### config.mk
export PLATFORM = sky130hd
export DESIGN_NAME = hazard_stall_controller
export DESIGN_NICKNAME = d
export VERILOG_FILES = /design/src/rtl/hazard_stall_controller.sv
export SDC_FILE = /design/constraint.sdc
export NUM_CORES = 1
export LEC_CHECK = 0
export CORE_UTILIZATION = 30
export CTS_BUF_LIST = sky130_fd_sc_hd__clkbuf_4
export CTS_CLUSTER_SIZE = 8
export DETAILED_ROUTE_END_ITERATION = 7
export SYNTH_ARGS = -nofsm -noshare
export SYNTH_HDL_FRONTEND = slang
export SYNTH_SLANG_ARGS = --single-unit
### constraint.sdc
create_clock -name clk -period 3.8 [get_ports clk]
set_input_delay 0.38 -clock clk [delete_from_list [all_inputs] [get_ports clk]]
set_output_delay 0.38 -clock clk [all_outputs]
set_load 0.01 [all_outputs]
### src/rtl/hazard_stall_controller.sv
// Pipeline hazard sequencer: stalls for load-use and branch-operand hazards,
// freezes on memory wait, and flushes IF/ID on taken branches; counts stalls/flushes.
module hazard_stall_controller #(
    parameter int REG_W = 5,
    parameter int CNT_W = 16
) (
    input  logic             clk,
    input  logic             rst_n,
    input  logic [REG_W-1:0] IfId_Rs,
    input  logic [REG_W-1:0] IfId_Rt,
    input  logic             IfId_UsesRt,
    input  logic             Ctrl_Branch,
    input  logic             Branch_Taken,
    input  logic [REG_W-1:0] IdEx_Rd,
    input  logic             IdEx_MemRead,
    input  logic             IdEx_RegWr,
    input  logic [REG_W-1:0] ExMem_Rd,
    input  logic             ExMem_MemRead,
    input  logic             Mem_Ready,
    output logic             PcWrite,
    output logic             IfIdWrite,
    output logic             IdEx_Bubble,
    output logic             IfId_Flush,
    output logic             Freeze,
    output logic [CNT_W-1:0] Stall_Count,
    output logic [CNT_W-1:0] Flush_Count
);

    typedef enum logic [1:0] {RUN, HOLD, WAIT} state_t;

    state_t state, nextState;
    logic   holdPend, nextHoldPend;
    logic   idExMatch, exMemMatch;
    logic   ldu, bra, brl, brm, haz;
    logic   doHold;

    // Register 0 is hardwired, so a write to it never creates a dependency.
    assign idExMatch  = (IdEx_Rd != '0) &&
                        ((IdEx_Rd == IfId_Rs) || (IfId_UsesRt && (IdEx_Rd == IfId_Rt)));
    assign exMemMatch = (ExMem_Rd != '0) &&
                        ((ExMem_Rd == IfId_Rs) || (IfId_UsesRt && (ExMem_Rd == IfId_Rt)));

    assign ldu = IdEx_MemRead & idExMatch;
    assign bra = Ctrl_Branch & IdEx_RegWr & ~IdEx_MemRead & idExMatch;
    assign brl = Ctrl_Branch & ldu;
    assign brm = Ctrl_Branch & ExMem_MemRead & exMemMatch;
    assign haz = ldu | bra | brm;

    // A HOLD interrupted by a memory wait is resumed once the wait ends.
    assign doHold = (state == HOLD) || ((state == WAIT) && holdPend);

    always_ff @(posedge clk or negedge rst_n) begin
        if (!rst_n) begin
            state    <= RUN;
            holdPend <= 1'b0;
        end else begin
            state    <= nextState;
            holdPend <= nextHoldPend;
        end
    end

    always_comb begin
        nextState    = state;
        nextHoldPend = 1'b0;
        PcWrite      = 1'b0;
        IfIdWrite    = 1'b0;
        IdEx_Bubble  = 1'b0;
        IfId_Flush   = 1'b0;
        Freeze       = 1'b0;
        if (!rst_n) begin
            IdEx_Bubble = 1'b1;
            nextState   = RUN;
        end else if (!Mem_Ready) begin
            Freeze       = 1'b1;
            nextState    = WAIT;
            nextHoldPend = doHold;
        end else if (doHold) begin
            IdEx_Bubble = 1'b1;
            nextState   = RUN;
        end else if (haz) begin
            IdEx_Bubble = 1'b1;
            nextState   = brl ? HOLD : RUN;
        end else if (Ctrl_Branch && Branch_Taken) begin
            IfId_Flush = 1'b1;
            PcWrite    = 1'b1;
            IfIdWrite  = 1'b1;
            nextState  = RUN;
        end else begin
            PcWrite   = 1'b1;
            IfIdWrite = 1'b1;
            nextState = RUN;
        end
    end

    // Performance counters saturate at all-ones instead of wrapping.
    always_ff @(posedge clk or negedge rst_n) begin
        if (!rst_n) begin
            Stall_Count <= '0;
            Flush_Count <= '0;
        end else begin
            if (IdEx_Bubble && (Stall_Count != '1))
                Stall_Count <= Stall_Count + CNT_W'(1);
            if (IfId_Flush && (Flush_Count != '1))
                Flush_Count <= Flush_Count + CNT_W'(1);
        end
    end

endmodule

==> impl_metrics.xml, run 1 <==
<?xml version="1.0" encoding="UTF-8"?>
<metrics>
  <group name="clocking">
    <metric name="cts_repair_resize_count" unit="">0</metric>
    <metric name="postCtsHoldBufs" unit="">0</metric>
    <metric name="clk_pin_slew_worst_paths" unit="ns">0.10</metric>
    <metric name="cts.sink_count" unit="">35</metric>
    <metric name="worstSkewPairLatency" unit="ns">0.33</metric>
    <metric name="post_cts_buffers" unit="">0</metric>
    <metric name="cts.htree.levels" unit="">2</metric>
    <metric name="cts_tree" unit="">yes</metric>
    <metric name="cts_inserted_buffers" unit="">5</metric>
    <metric name="cts_max_path_buffers" unit="">2</metric>
    <metric name="cts_root_buffer" unit="">sky130_fd_sc_hd__clkbuf_4</metric>
  </group>
  <group name="sta">
    <metric name="final_max_slew_viol_count" unit="">0</metric>
    <metric name="final_min_period_over_clock_period" unit="">0.7888</metric>
    <metric name="fin_ws" unit="ns">0.8027</metric>
    <metric name="max_clock_freq" unit="GHz">0.3336</metric>
    <metric name="tns" unit="ns">0</metric>
    <metric name="finalHoldWorstSlack" unit="ns">0.07782</metric>
    <metric name="setup_repair_after_global_routing_missed_its_margin" unit="">no</metric>
    <metric name="hold_viol" unit="">0</metric>
    <metric name="max_slew.worst_pin.slew" unit="ns">0.7136</metric>
    <metric name="timing.max_slew.rel_slack" unit="">0.5243</metric>
    <metric name="report.final.setup_viol" unit="">0</metric>
    <metric name="skew" unit="ns">0.006590</metric>
    <metric name="layout_min_cycle_time" unit="ns">2.997</metric>
  </group>
  <group name="synthesis">
    <metric name="yosysWarnings" unit="">0</metric>
    <metric name="yosysSeqAreaShare" unit="">0.4372</metric>
    <metric name="synthesized_netlist_net_count" unit="">221</metric>
    <metric name="synth_top_family_by_area" unit="">simple AND/OR/NAND/NOR gates</metric>
    <metric name="synth_xor_xnor_area_share" unit="">0.2055</metric>
    <metric name="yosys_register_bits" unit="">35</metric>
    <metric name="synth_compound_area_frac" unit="">0.07183</metric>
    <metric name="post_synth_inst_count" unit="">190</metric>
    <metric name="synthMuxAreaShare" unit="">0.02186</metric>
    <metric name="synth-adder-area-share" unit="">0.01249</metric>
    <metric name="yosys.cell_types.count" unit="">36</metric>
    <metric name="synth_simple_gate_area_share" unit="">0.2286</metric>
    <metric name="synth.cell_area" unit="mm^2">0.002003</metric>
    <metric name="synthesis.area_per_instance" unit="um^2">10.54</metric>
  </group>
  <group name="pwr">
    <metric name="power-per-cell-area" unit="mW/mm^2">407.5</metric>
    <metric name="p_comb_frac" unit="">0.349</metric>
    <metric name="internal_power" unit="mW">0.7596</metric>
    <metric name="swShare" unit="">0.3285</metric>
    <metric name="seq_power_share" unit="">0.467</metric>
    <metric name="worst_ir_drop_vdd" unit="V">0.0002854</metric>
    <metric name="total_power" unit="mW">1.131</metric>
    <metric name="power_frac_clock" unit="">0.184</metric>
    <metric name="p_leak" unit="nW">1.125</metric>
    <metric name="p_sw" unit="mW">0.3717</metric>
  </group>
  <group name="global_routing">
    <metric name="grt_first_pass_wirelength" unit="um">7417</metric>
    <metric name="grt_antenna_before_repair" unit="">0</metric>
    <metric name="grt.busiest_layer" unit="">met2</metric>
    <metric name="gr-usage-met1" unit="">0.1797</metric>
    <metric name="gr-usage-met3" unit="">0.03165</metric>
    <metric name="largest_net_degree_at_the_start_of_global_routing" unit="">37</metric>
    <metric name="first_global_vias" unit="">1555</metric>
    <metric name="globalRouteMet2Util" unit="">0.2055</metric>
    <metric name="total_grt_usage" unit="">0.1323</metric>
    <metric name="globalRoute.totalOverflow" unit="">0</metric>
  </group>
  <group name="route">
    <metric name="vias_cell" unit="">4.831</metric>
    <metric name="detail_route.wirelength" unit="um">4514</metric>
    <metric name="post-route-drc-count" unit="">0</metric>
    <metric name="wire_per_inst" unit="um">13.39</metric>
    <metric name="drt_pass1_iterations" unit="">4</metric>
    <metric name="drt_iter0_markers" unit="">76</metric>
    <metric name="detailroute.via_count" unit="">1628</metric>
    <metric name="postRouteAntennaNets" unit="">0</metric>
  </group>
  <group name="placement">
    <metric name="portBuffers" unit="">65</metric>
    <metric name="place.gp.congestion" unit="">0.8451</metric>
    <metric name="detailedPlacementHpwl" unit="um">3372</metric>
    <metric name="pre_cts_slack" unit="ns">0.7880</metric>
  </group>
  <group name="floorplanning">
    <metric name="placeable_core_region" unit="mm^2">0.006386</metric>
    <metric name="dieHeight" unit="um">83.72</metric>
    <metric name="die-width" unit="um">83.72</metric>
    <metric name="design.die.area" unit="mm^2">0.007008</metric>
    <metric name="top_level_ports" unit="">66</metric>
    <metric name="start_util" unit="">0.3137</metric>
    <metric name="row_count" unit="">29</metric>
  </group>
  <group name="finish">
    <metric name="antennaDiodeCount" unit="">0</metric>
    <metric name="finish.net_count" unit="">290</metric>
    <metric name="share_of_layout_cells_above_drive_strength_1" unit="">0.1115</metric>
    <metric name="fill_cells" unit="">655</metric>
    <metric name="area_growth" unit="%">38.60</metric>
    <metric name="sequential_cell_area" unit="um^2">875.8</metric>
    <metric name="fin_util" unit="">0.4348</metric>
    <metric name="area_of_the_multi_input_gates" unit="mm^2">0.001082</metric>
  </group>
  <group name="setup_path">
    <metric name="cpLargestDelayFamily" unit="">buffers and inverters</metric>
    <metric name="timing.critical_path.cells" unit="">clkdlybuf4s50_1 &gt; xnor2_1 &gt; nand3_1 &gt; o32ai_2 &gt; a2bb2oi_2 &gt; a21oi_1 &gt; clkdlybuf4s50_1</metric>
    <metric name="timing_worst_setup_path_type" unit="">in -&gt; out</metric>
    <metric name="setup.worst_path.end_class" unit="">primary output</metric>
    <metric name="worstPathArrival" unit="ns">2.62</metric>
    <metric name="r2r.worst_path.cells" unit="">6</metric>
    <metric name="slowest_stage_cell_cp" unit="">sky130_fd_sc_hd__clkdlybuf4s50_1</metric>
    <metric name="biggest_cell_delay_along_the_critical_path" unit="ns">0.60</metric>
    <metric name="crit_cells" unit="">7</metric>
    <metric name="worstPathRequired" unit="ns">3.42</metric>
    <metric name="path_max_fanout" unit="">4</metric>
    <metric name="cpMostUsedCell" unit="">sky130_fd_sc_hd__clkdlybuf4s50_1</metric>
    <metric name="critical_path_buf_inv_count" unit="">2</metric>
    <metric name="start_kind" unit="">primary input</metric>
  </group>
  <group name="hold_path">
    <metric name="worst_hold_path_type" unit="">in -&gt; async</metric>
  </group>
  <group name="job">
    <metric name="cap_violations" unit="">0</metric>
  </group>
  <group name="status">
    <metric name="outcome" unit="">finished, final reports clean</metric>
  </group>
</metrics>
final timing paths:
kind	from	to	slack, ns
worst min-delay path	rst_n	state[1]$_DFF_PN0_	0.08
worst max-delay path	IdEx_Rd[4]	IdEx_Bubble	0.80
max in group asynchronous	rst_n	Stall_Count[8]$_DFFE_PN0P_	3.38
min in group clk	rst_n	state[0]$_DFF_PN0_	0.49
worst min register to register	Stall_Count[4]$_DFFE_PN0P_	Stall_Count[4]$_DFFE_PN0P_	0.50
worst max register to register	Flush_Count[6]$_DFFE_PN0P_	Flush_Count[1]$_DFFE_PN0P_	1.41
cell type report:
class | count | share of cell area
clock buffer | 7 | 0.01893
clock inverter | 1 | 0.001803
inverter | 3 | 0.004056
multi-input combinational | 148 | 0.3898
sequential | 35 | 0.3155
tap | 77 | 0.03470
timing repair buffer | 66 | 0.2352
sequential cells by signal, summed over array words and instances (netlist names):
name,cells
Stall_Count,16
state,2
holdPend,1
Flush_Count,16
layout by cell type (no fill, tap or decap), drive strengths merged:
| cell type | count |
|---|---|
| nand2b | 1 |
| nor4 | 2 |
| clkdlybuf4s50 | 64 |
| nand4 | 8 |
| and3 | 8 |
| or4 | 1 |
| nor3b | 1 |
| a32oi | 1 |
| nor2b | 3 |
| o211ai | 1 |
| nand2 | 13 |
| a311oi | 1 |
| and2 | 2 |
| inv | 3 |
| o2bb2ai | 1 |
| xnor2 | 24 |
| o21a | 1 |
| a211o | 1 |
| ha | 2 |
| buf | 2 |
| nand3 | 17 |
| a2bb2oi | 1 |
| o32ai | 1 |
| nor3 | 11 |
| a21oi | 5 |
| mux2i | 1 |
| clkbuf | 7 |
| nor2 | 14 |
| xor2 | 23 |
| dfrtp | 35 |
| mux2 | 3 |
| clkinv | 1 |
| or2 | 1 |
worst register-to-register path: cells and delay by family (launching register included):
family	cells	cell delay, ns
AND/OR/NAND/NOR	4	0.83
AO/OA/AOI/OAI	1	0.61
flip-flops	1	0.44
multiplexers	1	0.41
layer usage:
metal	part of all wire	up-vias	wire, um
li1	-	793	-
met1	0.48	765	2163
met2	0.44	64	1985
met3	0.067	6	303
met4	0.014	0	62
met5	0	-	0
cell families (layout without fill, tap and decap cells):
kind of cell	Yosys count	after routing
AO/OA/AOI/OAI	13	13
XOR/XNOR	47	47
adder cells (fa/ha/maj)	2	2
buffers and inverters	7	77
flip-flops	35	35
multiplexers	4	4
AND/OR/NAND/NOR	82	82
metrics by stage:
step,cell area (um^2),cells
floorplan,2003,190
global placement,2719,329
detailed placement,2719,329
CTS,2776,337
global route,2776,337
finish,2776,337
synth_stat cells (all sizes together):
master | count | area, um^2
o32ai | 1 | 16.27
a32oi | 1 | 8.760
nand2b | 1 | 6.260
nor3 | 11 | 80.08
buf | 4 | 33.78
dfrtp | 35 | 875.8
xnor2 | 24 | 210.2
nor2 | 14 | 55.06
nand3 | 17 | 85.08
nand4 | 8 | 56.30
o211ai | 1 | 12.51
mux2i | 1 | 10.01
mux2 | 3 | 33.78
nand2 | 13 | 48.80
a2bb2oi | 1 | 15.01
a211o | 1 | 17.52
o21a | 1 | 7.510
inv | 3 | 11.26
o2bb2ai | 1 | 15.01
and3 | 8 | 50.05
a21oi | 5 | 25.02
nor2b | 3 | 18.77
nor3b | 1 | 12.51
or2 | 1 | 6.260
ha | 2 | 25.02
and2 | 2 | 12.51
or4 | 1 | 7.510
a311oi | 1 | 26.28
nor4 | 2 | 18.77
xor2 | 23 | 201.4
power by group through the flow:
stage	combinational (mW)	clock (mW)	sequential, mW
final	0.395	0.208	0.528
after global routing	0.428	0.237	0.545
after CTS	0.401	0.220	0.530
after detailed placement	0.399	0	0.535
after global placement	0.393	0	0.537
after floorplan	0.152	0	0.556
Power figures use the tool's default switching activity.
==> inputs of run 2 (changes only) <==
==> constraint.sdc (replaced) <==
create_clock -name clk -period 3.1 [get_ports clk]
set_input_delay 0.31 -clock clk [delete_from_list [all_inputs] [get_ports clk]]
set_output_delay 0.31 -clock clk [all_outputs]
set_load 0.01 [all_outputs]
==> run 2 against run 1 <==
  * Combinational power is 22% higher
  * Wire length rose by 0.33%
  * Setup slack got worse by 0.55 ns
  * Final cell count increased by 0.30%
  * Die area unchanged
  * Via count shrank 1.5%
  * Clock-buffer cell count shrank 1
  * Utilization hardly changed
  * Critical endpoint is now PcWrite
  * Non-clock buffer count grew 1
  * Clock power is 17% higher
==> impl_metrics.xml, run 2 (synthesized netlist as in run 1, its figures left out) <==
<?xml version="1.0" encoding="UTF-8"?>
<metrics>
  <group name="finish">
    <metric name="reg.largest.list" unit="">Flush_Count x16, Stall_Count x16, state x2</metric>
    <metric name="most-common-layout-cells" unit="">sky130_fd_sc_hd__clkdlybuf4s50_1 (64), sky130_fd_sc_hd__dfrtp_1 (35), sky130_fd_sc_hd__xnor2_1 (24)</metric>
    <metric name="fill_cells" unit="">662</metric>
    <metric name="area_of_the_multi_input_gates" unit="mm^2">0.001082</metric>
    <metric name="area_growth" unit="%">38.73</metric>
    <metric name="sequential_cell_area" unit="um^2">875.8</metric>
    <metric name="antennaDiodeCount" unit="">0</metric>
    <metric name="final_common_cell" unit="">sky130_fd_sc_hd__clkdlybuf4s50_1</metric>
    <metric name="postLayoutCellArea" unit="mm^2">0.002779</metric>
    <metric name="layoutNonFillerInstCount" unit="">338</metric>
    <metric name="share_of_layout_cells_above_drive_strength_1" unit="">0.1073</metric>
    <metric name="finish.net_count" unit="">291</metric>
  </group>
  <group name="sta">
    <metric name="final_min_period_over_clock_period" unit="">0.9180</metric>
    <metric name="layout_min_cycle_time" unit="ns">2.846</metric>
    <metric name="timing.max_slew.rel_slack" unit="">0.6299</metric>
    <metric name="skew" unit="ns">0.008957</metric>
    <metric name="setup_repair_after_global_routing_missed_its_margin" unit="">no</metric>
    <metric name="final_max_slew_viol_count" unit="">0</metric>
    <metric name="finalHoldWorstSlack" unit="ns">0.007336</metric>
    <metric name="max_slew.worst_pin.slew" unit="ns">0.5532</metric>
    <metric name="tns" unit="ns">0</metric>
    <metric name="report.final.setup_viol" unit="">0</metric>
    <metric name="max_clock_freq" unit="GHz">0.3514</metric>
    <metric name="hold_viol" unit="">0</metric>
  </group>
  <group name="pwr">
    <metric name="power_frac_clock" unit="">0.177</metric>
    <metric name="p_comb_frac" unit="">0.350</metric>
    <metric name="swShare" unit="">0.3331</metric>
    <metric name="p_sw" unit="mW">0.4582</metric>
    <metric name="worst_ir_drop_vdd" unit="V">0.0003832</metric>
    <metric name="seq_power_share" unit="">0.473</metric>
    <metric name="power-per-cell-area" unit="mW/mm^2">495.0</metric>
    <metric name="total_power" unit="mW">1.375</metric>
    <metric name="p_leak" unit="nW">1.125</metric>
    <metric name="internal_power" unit="mW">0.9173</metric>
  </group>
  <group name="hold_path">
    <metric name="worst_hold_path_type" unit="">in -&gt; async</metric>
  </group>
  <group name="setup_path">
    <metric name="setup.worst_path.end_class" unit="">primary output</metric>
    <metric name="path_max_fanout" unit="">3</metric>
    <metric name="timing.reg2reg.setup_slack" unit="ns">0.92</metric>
    <metric name="worstPathArrival" unit="ns">2.54</metric>
    <metric name="regToRegEndpoint" unit="">Flush_Count[1]$_DFFE_PN0P_</metric>
    <metric name="regToRegStartpoint" unit="">Flush_Count[6]$_DFFE_PN0P_</metric>
    <metric name="worstPathRequired" unit="ns">2.79</metric>
    <metric name="timing_worst_setup_path_type" unit="">in -&gt; out</metric>
    <metric name="r2r.worst_path.cells" unit="">7</metric>
    <metric name="worstSetupStartpoint" unit="">ExMem_Rd[1]</metric>
    <metric name="start_kind" unit="">primary input</metric>
  </group>
  <group name="clocking">
    <metric name="worstSkewPairLatency" unit="ns">0.33</metric>
    <metric name="cts_root_buffer" unit="">sky130_fd_sc_hd__clkbuf_4</metric>
    <metric name="cts_tree" unit="">yes</metric>
    <metric name="postCtsHoldBufs" unit="">0</metric>
    <metric name="clk_pin_slew_worst_paths" unit="ns">0.10</metric>
    <metric name="cts_max_path_buffers" unit="">2</metric>
    <metric name="cts.sink_count" unit="">35</metric>
    <metric name="post_cts_buffers" unit="">0</metric>
    <metric name="cts_inserted_buffers" unit="">5</metric>
    <metric name="cts.htree.levels" unit="">2</metric>
    <metric name="cts_repair_resize_count" unit="">0</metric>
  </group>
  <group name="placement">
    <metric name="detailedPlacementHpwl" unit="um">3396</metric>
    <metric name="place.gp.congestion" unit="">0.8479</metric>
    <metric name="portBuffers" unit="">65</metric>
    <metric name="dp.cells" unit="">330</metric>
    <metric name="post_dp_cell_area" unit="mm^2">0.002726</metric>
  </group>
  <group name="global_routing">
    <metric name="globalRoute.totalOverflow" unit="">0</metric>
    <metric name="largest_net_degree_at_the_start_of_global_routing" unit="">37</metric>
    <metric name="total_grt_usage" unit="">0.1393</metric>
    <metric name="grt_first_pass_wirelength" unit="um">7810</metric>
    <metric name="grt_antenna_before_repair" unit="">0</metric>
    <metric name="first_global_vias" unit="">1629</metric>
  </group>
  <group name="floorplanning">
    <metric name="die-width" unit="um">83.72</metric>
    <metric name="design.die.area" unit="mm^2">0.007008</metric>
    <metric name="start_util" unit="">0.3137</metric>
    <metric name="placeable_core_region" unit="mm^2">0.006386</metric>
    <metric name="dieHeight" unit="um">83.72</metric>
    <metric name="top_level_ports" unit="">66</metric>
    <metric name="row_count" unit="">29</metric>
  </group>
  <group name="route">
    <metric name="wire_per_inst" unit="um">13.40</metric>
    <metric name="drt_iter0_markers" unit="">54</metric>
    <metric name="drt_pass1_iterations" unit="">4</metric>
    <metric name="postRouteAntennaNets" unit="">0</metric>
    <metric name="vias_cell" unit="">4.743</metric>
    <metric name="detailroute.via_count" unit="">1603</metric>
    <metric name="post-route-drc-count" unit="">0</metric>
    <metric name="detail_route.wirelength" unit="um">4529</metric>
  </group>
  <group name="job">
    <metric name="cap_violations" unit="">0</metric>
  </group>
  <group name="status">
    <metric name="outcome" unit="">finished, final reports clean</metric>
  </group>
</metrics>
## run 2: changes by cell type in the layout (fill, tap and decap cells not counted)
cell / delta
sky130_fd_sc_hd__clkinv_1: +2
sky130_fd_sc_hd__buf_4: +1
sky130_fd_sc_hd__clkbuf_4: -1
sky130_fd_sc_hd__clkinv_2: -1
## run 2: cell type report
type                            instances  area share
Inverter                                3    0.004052
Clock inverter                          2    0.002701
Clock buffer                            6     0.01621
Timing Repair Buffer                   67      0.2377
Sequential cell                        35      0.3152
Tap cell                               77     0.03467
Multi-Input combinational cell        148      0.3895
## run 2: worst max path at each step
stage	to	slack (ns)	cells after the start
global route	PcWrite	0.12	6
CTS	IdEx_Bubble	0.24	7
floorplan	Flush_Count[11]$_DFFE_PN0P_	1.08	8
finish	PcWrite	0.25	6
global placement	PcWrite	0.24	6
detailed placement	IdEx_Bubble	0.25	7
## run 2: stage by stage
| step | util | setup WS, ns |
|---|---|---|
| global route | 0.4351 | 0.1210 |
| CTS | 0.4351 | 0.2449 |
| finish | 0.4351 | 0.2543 |
| detailed placement | 0.4269 | 0.2501 |
| floorplan | - | 1.076 |
| global placement | 0.4269 | 0.2431 |
## run 2: power groups by stage
stage / registers (mW) / logic, mW / clock network [mW]
2_1_floorplan: 0.681 / 0.186 / 0
3_3_place_gp: 0.659 / 0.482 / 0
3_5_place_dp: 0.657 / 0.487 / 0
4_1_cts: 0.652 / 0.489 / 0.256
5_1_grt: 0.669 / 0.526 / 0.278
6_report: 0.650 / 0.482 / 0.244
## run 2: metal layers
metal  wire length [um]  up-vias  GRT usage
li1                   -      794          -
met1               2181      756     0.1906
met2               2025       46     0.2136
met3                256        7    0.03660
met4                 65        0    0.04622
met5                  0        -          0
## run 2: critical path, stage by stage
cell	delay [ns]
sky130_fd_sc_hd__clkdlybuf4s50_1	0.47
sky130_fd_sc_hd__or4_1	0.57
sky130_fd_sc_hd__o211ai_2	0.21
sky130_fd_sc_hd__a2bb2oi_2	0.22
sky130_fd_sc_hd__and3_1	0.21
sky130_fd_sc_hd__clkdlybuf4s50_1	0.54
